===== config.mk =====
export PLATFORM = sky130hd
export DESIGN_NAME = sample_readout
export DESIGN_NICKNAME = d
export VERILOG_FILES = /design/src/rtl/readout_pkg.sv /design/src/rtl/readout_fifo.sv /design/src/rtl/sample_readout.sv
export SDC_FILE = /design/constraint.sdc
export NUM_CORES = 1
export LEC_CHECK = 0
export CORE_MARGIN = 2
export CORE_UTILIZATION = 35
export CTS_BUF_LIST = sky130_fd_sc_hd__clkbuf_4
export DETAILED_ROUTE_END_ITERATION = 7
export HOLD_SLACK_MARGIN = 0.08
export SYNTH_ARGS = -nofsm -noshare
export SYNTH_HDL_FRONTEND = slang
export SYNTH_HIERARCHICAL = 1
export SYNTH_SLANG_ARGS = --single-unit

===== constraint.sdc =====
create_clock -name clk -period 3.4 [get_ports clk]
set_input_delay 0.85 -clock clk [delete_from_list [all_inputs] [get_ports clk]]
set_output_delay 0.85 -clock clk [all_outputs]
set_load 0.01 [all_outputs]

===== src/rtl/readout_pkg.sv =====
// -----------------------------------------------------------------------------
// readout_pkg
// Shared types and constants for the sample_readout block: FSM state encoding,
// header framing constants, the per-sample word layout and a channel-select
// helper used by the serialiser.
// -----------------------------------------------------------------------------
package readout_pkg;

    localparam int unsigned NUM_CH = 4;
    localparam int unsigned BYTE_W = 8;
    localparam int unsigned WORD_W = NUM_CH * BYTE_W;

    localparam logic [BYTE_W-1:0] HDR_SYNC = 8'hA5;
    localparam int unsigned       HDR_LEN  = 4;

    typedef enum logic [2:0] {
        IDLE  = 3'd0,
        ARM   = 3'd1,
        HDR   = 3'd2,
        READ  = 3'd3,
        DRAIN = 3'd4
    } state_t;

    // One sample across all channels; index 0 is ch1 (ram_q1), index 3 is ch4.
    typedef logic [NUM_CH-1:0][BYTE_W-1:0] sample_t;

    // Index of the lowest set bit of a channel mask (0 when the mask is empty).
    function automatic logic [1:0] first_ch(input logic [NUM_CH-1:0] mask);
        logic [1:0] idx;
        idx = 2'd0;
        for (int i = NUM_CH - 1; i >= 0; i--) begin
            if (mask[i]) idx = 2'(i);
        end
        return idx;
    endfunction

endpackage


===== src/rtl/readout_fifo.sv =====
// -----------------------------------------------------------------------------
// readout_fifo
// Synchronous prefetch FIFO between the capture-RAM read port and the byte
// serialiser. Show-ahead read: o_data_c always presents the head entry.
//   clk, rst_n   clock, asynchronous active-low reset
//   i_flush      synchronous flush, wins over push/pop
//   i_push       write i_data (ignored when full)
//   i_data       entry to write
//   i_pop        drop the head entry (ignored when empty)
//   o_data_c     head entry (combinational view of storage)
//   o_count      number of stored entries
// -----------------------------------------------------------------------------
module readout_fifo #(
    parameter int unsigned DEPTH = 4,
    parameter int unsigned WIDTH = 32
) (
    input  logic                         clk,
    input  logic                         rst_n,
    input  logic                         i_flush,
    input  logic                         i_push,
    input  logic [WIDTH-1:0]             i_data,
    input  logic                         i_pop,
    output logic [WIDTH-1:0]             o_data_c,
    output logic [$clog2(DEPTH+1)-1:0]   o_count
);

    localparam int unsigned CNT_W = $clog2(DEPTH + 1);
    localparam int unsigned PTR_W = (DEPTH > 1) ? $clog2(DEPTH) : 1;

    logic [WIDTH-1:0] r_mem [DEPTH];
    logic [PTR_W-1:0] r_wr_ptr;
    logic [PTR_W-1:0] r_rd_ptr;
    logic [CNT_W-1:0] r_count;
    logic             w_push;
    logic             w_pop;

    // Pointer increment that also works for non-power-of-two depths.
    function automatic logic [PTR_W-1:0] ptr_inc(input logic [PTR_W-1:0] p);
        return (p == PTR_W'(DEPTH - 1)) ? '0 : p + PTR_W'(1);
    endfunction

    assign w_push   = i_push && (r_count != CNT_W'(DEPTH));
    assign w_pop    = i_pop && (r_count != '0);
    assign o_data_c = r_mem[r_rd_ptr];
    assign o_count  = r_count;

    // Pointer and occupancy tracking.
    always_ff @(posedge clk or negedge rst_n) begin
        if (!rst_n) begin
            r_wr_ptr <= '0;
            r_rd_ptr <= '0;
            r_count  <= '0;
        end else if (i_flush) begin
            r_wr_ptr <= '0;
            r_rd_ptr <= '0;
            r_count  <= '0;
        end else begin
            if (w_push) r_wr_ptr <= ptr_inc(r_wr_ptr);
            if (w_pop)  r_rd_ptr <= ptr_inc(r_rd_ptr);
            r_count <= r_count + CNT_W'(w_push) - CNT_W'(w_pop);
        end
    end

    // Storage array; contents are don't-care until written.
    always_ff @(posedge clk) begin
        if (w_push && !i_flush) r_mem[r_wr_ptr] <= i_data;
    end

endmodule


===== src/rtl/sample_readout.sv =====
// -----------------------------------------------------------------------------
// sample_readout
// Reads a triggered record out of the four capture RAMs in time order,
// starting triggerpoint samples before the trigger address, and serialises the
// enabled channels (ch1..ch4) into a valid/ready byte stream.
// Optional feature macro: READOUT_HEADER_EN -- when defined, a 4-byte header
// (A5, {0,ch_en}, nsmp high bits, nsmp low byte) precedes the sample bytes.
//   clk, rst_n                 clock, asynchronous active-low reset
//   readout_req                1-cycle start request (accepted in IDLE only)
//   abort                      cancel readout, flush pipeline, no done pulse
//   data_ready                 record complete; gates leaving ARM
//   wraddress_triggerpoint     RAM address of the trigger
//   triggerpoint               number of pre-trigger samples
//   nsmp                       samples to send (0 = none)
//   ch_en                      channel enable mask, bit0 = ch1
//   rden, rdaddress            shared capture-RAM read port
//   ram_q1..ram_q4             RAM data, valid RAM_LAT cycles after rden
//   tx_data, tx_valid          output byte stream
//   tx_ready                   sink handshake
//   busy                       readout in progress
//   done                       1-cycle pulse after the last byte
// -----------------------------------------------------------------------------
module sample_readout
    import readout_pkg::*;
#(
    parameter int unsigned RAM_WIDTH  = 10,
    parameter int unsigned RAM_LAT    = 1,
    parameter int unsigned FIFO_DEPTH = 4
) (
    input  logic                 clk,
    input  logic                 rst_n,
    input  logic                 readout_req,
    input  logic                 abort,
    input  logic                 data_ready,
    input  logic [RAM_WIDTH-1:0] wraddress_triggerpoint,
    input  logic [RAM_WIDTH-1:0] triggerpoint,
    input  logic [RAM_WIDTH-1:0] nsmp,
    input  logic [NUM_CH-1:0]    ch_en,
    output logic                 rden,
    output logic [RAM_WIDTH-1:0] rdaddress,
    input  logic [BYTE_W-1:0]    ram_q1,
    input  logic [BYTE_W-1:0]    ram_q2,
    input  logic [BYTE_W-1:0]    ram_q3,
    input  logic [BYTE_W-1:0]    ram_q4,
    output logic [BYTE_W-1:0]    tx_data,
    output logic                 tx_valid,
    input  logic                 tx_ready,
    output logic                 busy,
    output logic                 done
);

    localparam int unsigned CNT_W = $clog2(FIFO_DEPTH + 1);
    localparam int unsigned SUM_W = CNT_W + 1;

    state_t                r_state;
    logic [NUM_CH-1:0]     r_ch_en;
    logic [RAM_WIDTH-1:0]  r_nsmp;
    logic [RAM_WIDTH-1:0]  r_triggerpoint;
    logic [RAM_WIDTH-1:0]  r_next_addr;
    logic [RAM_WIDTH-1:0]  r_remaining;
    logic                  r_rden;
    logic [RAM_WIDTH-1:0]  r_rdaddress;
    logic [RAM_LAT-1:0]    r_vld;
    logic [CNT_W-1:0]      r_inflight;
    sample_t               r_word;
    logic [NUM_CH-1:0]     r_mask;
    logic [BYTE_W-1:0]     r_tx_data;
    logic                  r_tx_valid;
    logic                  r_busy;
    logic                  r_done;
`ifdef READOUT_HEADER_EN
    logic [1:0]            r_hdr_idx;
    logic [BYTE_W-1:0]     w_hdr_byte;
`endif

    sample_t               w_ram_word;
    logic [WORD_W-1:0]     w_head_bits;
    sample_t               w_head;
    logic [CNT_W-1:0]      w_fifo_count;
    logic                  w_issue;
    logic                  w_push;
    logic                  w_pop;
    logic                  w_can_load;
    logic                  w_drained;
    logic [1:0]            w_load_ch;
    logic [1:0]            w_pop_ch;

    assign w_ram_word = {ram_q4, ram_q3, ram_q2, ram_q1};
    assign w_head     = sample_t'(w_head_bits);
    assign w_push     = r_vld[RAM_LAT-1];
    assign w_load_ch  = first_ch(r_mask);
    assign w_pop_ch   = first_ch(r_ch_en);

    // Output register is free for a new byte this cycle.
    assign w_can_load = !r_tx_valid || tx_ready;

    // Credit check: a read is issued only if its data is guaranteed a FIFO slot.
    assign w_issue = (r_state == READ) && (r_remaining != '0) &&
                     ((SUM_W'(w_fifo_count) + SUM_W'(r_inflight)) < SUM_W'(FIFO_DEPTH));

    // Next sample word is fetched only once the previous one is fully emitted.
    assign w_pop = w_can_load && (r_mask == '0) && (w_fifo_count != '0) && !abort &&
                   ((r_state == READ) || (r_state == DRAIN));

    // Nothing pending anywhere and the final byte (if any) completes this cycle.
    assign w_drained = (r_inflight == '0) && (w_fifo_count == '0) && (r_mask == '0) &&
                       (!r_tx_valid || tx_ready);

`ifdef READOUT_HEADER_EN
    // Header byte selected by position.
    always_comb begin
        w_hdr_byte = HDR_SYNC;
        case (r_hdr_idx)
            2'd1:    w_hdr_byte = {4'h0, r_ch_en};
            2'd2:    w_hdr_byte = 8'(r_nsmp >> 8);
            2'd3:    w_hdr_byte = 8'(r_nsmp);
            default: w_hdr_byte = HDR_SYNC;
        endcase
    end
`endif

    readout_fifo #(
        .DEPTH (FIFO_DEPTH),
        .WIDTH (WORD_W)
    ) u_fifo (
        .clk      (clk),
        .rst_n    (rst_n),
        .i_flush  (abort),
        .i_push   (w_push),
        .i_data   (w_ram_word),
        .i_pop    (w_pop),
        .o_data_c (w_head_bits),
        .o_count  (w_fifo_count)
    );

    // FSM, read engine and serialiser.
    always_ff @(posedge clk or negedge rst_n) begin
        if (!rst_n) begin
            r_state        <= IDLE;
            r_ch_en        <= '0;
            r_nsmp         <= '0;
            r_triggerpoint <= '0;
            r_next_addr    <= '0;
            r_remaining    <= '0;
            r_rden         <= 1'b0;
            r_rdaddress    <= '0;
            r_vld          <= '0;
            r_inflight     <= '0;
            r_word         <= '0;
            r_mask         <= '0;
            r_tx_data      <= '0;
            r_tx_valid     <= 1'b0;
            r_busy         <= 1'b0;
            r_done         <= 1'b0;
`ifdef READOUT_HEADER_EN
            r_hdr_idx      <= '0;
`endif
        end else begin
            r_done <= 1'b0;
            if (abort) begin
                // Cancel: drop in-flight reads and any partially sent sample.
                r_state     <= IDLE;
                r_busy      <= 1'b0;
                r_rden      <= 1'b0;
                r_vld       <= '0;
                r_inflight  <= '0;
                r_mask      <= '0;
                r_remaining <= '0;
                r_tx_valid  <= 1'b0;
`ifdef READOUT_HEADER_EN
                r_hdr_idx   <= '0;
`endif
            end else begin
                // RAM read port and latency tracking.
                r_rden <= w_issue;
                if (w_issue) begin
                    r_rdaddress <= r_next_addr;
                    r_next_addr <= r_next_addr + RAM_WIDTH'(1);
                    r_remaining <= r_remaining - RAM_WIDTH'(1);
                end
                r_vld[0] <= r_rden;
                for (int i = 1; i < int'(RAM_LAT); i++) begin
                    r_vld[i] <= r_vld[i-1];
                end
                r_inflight <= r_inflight + CNT_W'(w_issue) - CNT_W'(w_push);

                // Serialiser: header bytes, remaining channels of current word, or a new word.
                if (w_can_load) begin
                    r_tx_valid <= 1'b0;
`ifdef READOUT_HEADER_EN
                    if (r_state == HDR) begin
                        r_tx_data  <= w_hdr_byte;
                        r_tx_valid <= 1'b1;
                    end else
`endif
                    if (r_mask != '0) begin
                        r_tx_data  <= r_word[w_load_ch];
                        r_tx_valid <= 1'b1;
                        r_mask     <= r_mask & ~(NUM_CH'(1) << w_load_ch);
                    end else if (w_pop) begin
                        r_word     <= w_head;
                        r_tx_data  <= w_head[w_pop_ch];
                        r_tx_valid <= 1'b1;
                        r_mask     <= r_ch_en & ~(NUM_CH'(1) << w_pop_ch);
                    end
                end

                case (r_state)
                    IDLE: begin
                        if (readout_req) begin
                            r_state        <= ARM;
                            r_busy         <= 1'b1;
                            r_ch_en        <= ch_en;
                            r_nsmp         <= nsmp;
                            r_triggerpoint <= triggerpoint;
                        end
                    end
                    ARM: begin
                        if (data_ready) begin
                            // Subtraction wraps modulo the RAM size.
                            r_next_addr <= wraddress_triggerpoint - r_triggerpoint;
                            r_remaining <= (r_ch_en == '0) ? '0 : r_nsmp;
`ifdef READOUT_HEADER_EN
                            r_state     <= HDR;
                            r_hdr_idx   <= '0;
`else
                            r_state     <= READ;
`endif
                        end
                    end
`ifdef READOUT_HEADER_EN
                    HDR: begin
                        if (w_can_load) begin
                            r_hdr_idx <= r_hdr_idx + 2'd1;
                            if (r_hdr_idx == 2'(HDR_LEN - 1)) r_state <= READ;
                        end
                    end
`endif
                    READ: begin
                        if (r_remaining == '0) r_state <= DRAIN;
                    end
                    DRAIN: begin
                        if (w_drained) begin
                            r_state <= IDLE;
                            r_busy  <= 1'b0;
                            r_done  <= 1'b1;
                        end
                    end
                    default: r_state <= IDLE;
                endcase
            end
        end
    end

    assign rden      = r_rden;
    assign rdaddress = r_rdaddress;
    assign tx_data   = r_tx_data;
    assign tx_valid  = r_tx_valid;
    assign busy      = r_busy;
    assign done      = r_done;

endmodule


==> results.sh <==
export IMPL_status="finished, final reports clean"
export IMPL_tns_ns=0
export IMPL_min_delay_start="tx_data[3]"
export IMPL_fin_skew_ns=0.04272
export IMPL_yosys_warnings=6
export IMPL_max_freq_mhz=322.5
export IMPL_async_flop_share=0.4754
export IMPL_worstMarginPinSlew_ns=0.8941
export IMPL_layout_common_cells="edfxtp_1, dfrtp_1, clkbuf_4, clkdlybuf4s50_1, mux2_2"
export IMPL_cts_tree="done"
export IMPL_drv_slew=0
export IMPL_drc_errors=0
export IMPL_clk_path_buf_depth=3
export IMPL_io_pins=94
export IMPL_initial_core_util=0.3576
export IMPL_grt_overflow=0
export IMPL_io_buffers=93
export IMPL_grt_use_total=0.1533
export IMPL_hold_path_class="flop to flop"
export IMPL_setup_viol=0
export IMPL_cap_violations=0
export IMPL_synth_area_um2=10660
export IMPL_crit_start="r_remaining[0]"
export IMPL_drive_gt1_frac=0.2705
export IMPL_post_drt_wl_per_cell_um=18.33
export IMPL_core_um2=29800
export IMPL_via_per_inst=5.120
export IMPL_grt_pass1_wl_mm=37.25
export IMPL_pre_cts_ws_ns=0.02234
export IMPL_slew_headroom=0.4039
export IMPL_avgSynthCellArea_um2=15.31
export IMPL_irDropWorstVdd_mv=0.2748
export IMPL_p_leak_nw=5.068
export IMPL_synth_flop_cell="edfxtp_1"
export IMPL_syn_to_final_growth_pct=21.51
export IMPL_crit_fanout=11
export IMPL_synth_nets=793
export IMPL_fin_crit_sh=0.9120
export IMPL_rows=63
export IMPL_drtPass1Iterations=5
export IMPL_path_class="flop to flop"
export IMPL_clk_latency_ns=0.67
export IMPL_ant_nets=0
export IMPL_required_ns=3.93
export IMPL_grt_pass1_vias=6798
export IMPL_layout_commonest_cell="edfxtp_1"
export IMPL_wl_mm=23.50
export IMPL_critPathLaunchType="flop"
export IMPL_ys_ff_latch=244
export IMPL_antenna_found_initial=1
export IMPL_clockRootBuffer="clkbuf_4"
export IMPL_cts_sinks=244
export IMPL_h_tree_depth=3
export IMPL_die_x_um=178.5
export IMPL_fin_ws_ns=0.2993
export IMPL_period_minus_slack_ns=3.101
export IMPL_synth_edf_count=128
export IMPL_worst_setup_path_end_kind="flop"
export IMPL_grt_max_degree=59
export IMPL_final_nets=948
export IMPL_power_density_nw_per_um2=549.9
export IMPL_finalHoldViolations=0
export IMPL_r2r_start="r_remaining[0]"
export IMPL_totalPowerFinal_mw=7.120
export IMPL_seq_area_frac_synth=0.6331
export IMPL_synth_cells=696
export IMPL_dieHeight_um=178.5
export IMPL_route_vias_total=6564
export IMPL_cts_buffers_inserted=66
export IMPL_finalWeightedCongestion=0.8146
export IMPL_arrival_ns=3.63
export IMPL_synth_distinct_cells=72
export IMPL_drtIter0Drc=463
export IMPL_hpwl_mm=15.01
export IMPL_die_area_um2=31860
export IMPL_rsz0062_at_grt="no"
export IMPL_path_clk_slew_ns=0.07
[flip-flops by register name, indices dropped and copies added, names as in the netlist, 2 cells and up]
register / cells
r_ch_en: 4
r_inflight: 3
r_mask: 4
r_next_addr: 10
r_nsmp: 10
r_remaining: 10
r_state: 3
r_triggerpoint: 10
r_word: 32
rdaddress: 10
tx_data: 8
u_fifo/o_count: 3
u_fifo/r_mem: 128
u_fifo/r_rd_ptr: 2
u_fifo/r_wr_ptr: 2
[worst max-delay path, cell delays in order (launching register included)]
cell      delay [ns]
dfrtp_1         0.42
inv_1           0.07
ha_1            0.18
or3b_2          0.52
or4_4           0.45
and3_4          0.22
clkinv_2        0.06
ha_1            0.21
inv_1           0.05
ha_1            0.13
inv_1           0.05
fa_1            0.37
xnor2_1         0.16
nor2_1          0.05
[per-stage QoR]
stage	std cells	hold slack [ns]	area [µm²]	utilization
3_5_place_dp	1172	0.4698	12130	0.4071
6_report	1282	0.4809	12950	0.4346
5_1_grt	1282	0.5090	12950	0.4346
4_1_cts	1281	0.4838	12950	0.4345
3_3_place_gp	1172	0.4773	12130	0.4071
2_1_floorplan	696	0.4444	10660	-
[final cells by class]
type                    count  area [µm²]
well taps                 390       488.0
fillers                  2765       16850
clock buffers              93       698.2
clock inverters            15       107.6
diodes                      1       2.502
repair buffers            117        1174
inverters                  26       98.84
multi-input cells         396        3632
flip-flops and latches    244        6748
[cell families (layout without fill, tap and decap cells)]
family          after synthesis  after routing  share of synthesized area
compound gates              116            116                    0.08313
xor+xnor                     19             19                    0.01562
fa+ha+maj                    25             25                    0.03147
buf+inv                      56            251                    0.02606
flops                       244            244                     0.6331
mux                         101            101                     0.1435
other cells                   0              1                          0
simple gates                135            135                    0.06716
[synth_stat cells (3+ instances only)]
cell type / instances / area share
edfxtp_1: 128 / 0.36
dfrtp_1: 116 / 0.27
mux2_2: 58 / 0.061
mux4_2: 32 / 0.068
nor2_1: 31 / 0.011
nand2_1: 30 / 0.011
inv_1: 24 / 0.0085
ha_1: 22 / 0.026
a21oi_1: 16 / 0.0075
o21ai_0: 16 / 0.0075
clkbuf_1: 14 / 0.0049
nand3_1: 11 / 0.0052
o22a_1: 11 / 0.0090
xnor2_1: 11 / 0.0090
a221oi_1: 10 / 0.0082
nand2b_1: 10 / 0.0059
a221o_1: 9 / 0.0085
mux2_4: 9 / 0.013
a211oi_1: 8 / 0.0056
a222oi_1: 8 / 0.0075
nor2b_1: 8 / 0.0047
o31ai_1: 8 / 0.0056
xor2_1: 8 / 0.0066
buf_6: 6 / 0.0063
nor3_1: 6 / 0.0028
and2_1: 5 / 0.0029
buf_1: 5 / 0.0018
nor4_1: 5 / 0.0029
and3_1: 4 / 0.0023
buf_2: 4 / 0.0019
or4_1: 4 / 0.0028
fa_1: 3 / 0.0056
nor2_2: 3 / 0.0018
nor3b_1: 3 / 0.0021
o311ai_0: 3 / 0.0025
[what timing repair did]
item / 4_1_cts / 5_1_grt
setup buffers: 0 / 0
hold endpoints to repair: 2 / 0
hold buffers: 1 / 0
gates resized for setup: 0 / 0
[per-layer routing]
layer | GRT usage | vias up | wire, µm
met1 | 0.1938 | 3270 | 10380
met4 | 0.05793 | 0 | 432
met2 | 0.2548 | 190 | 11420
met3 | 0.03708 | 46 | 1276
met5 | 0 | - | 0
li1 | - | 3058 | -
[report_power, final]
group / internal [mW] / total (mW) / leakage [nW] / switching [mW]
registers: 3.32 / 3.49 / 2.67 / 0.175
logic: 0.583 / 1.09 / 1.92 / 0.512
clock network: 1.34 / 2.53 / 0.476 / 1.19
total: 5.24 / 7.12 / 5.07 / 1.88
[path summary, 6_finish.rpt]
| kind | endpoint | slack [ns] | depth (start not counted) |
|---|---|---|---|
| hold reg to reg | tx_data[3] | 0.48 | 2 |
| max in group asynchronous | r_remaining[9] | 1.95 | 3 |
| setup / recovery | r_inflight[2] | 0.30 | 13 |
| min in group asynchronous | rdaddress[8] | 0.67 | 2 |
| setup reg to reg | r_inflight[2] | 0.30 | 13 |
| hold / removal | tx_data[3] | 0.48 | 2 |
No activity file was read; power rests on OpenSTA's default activity.
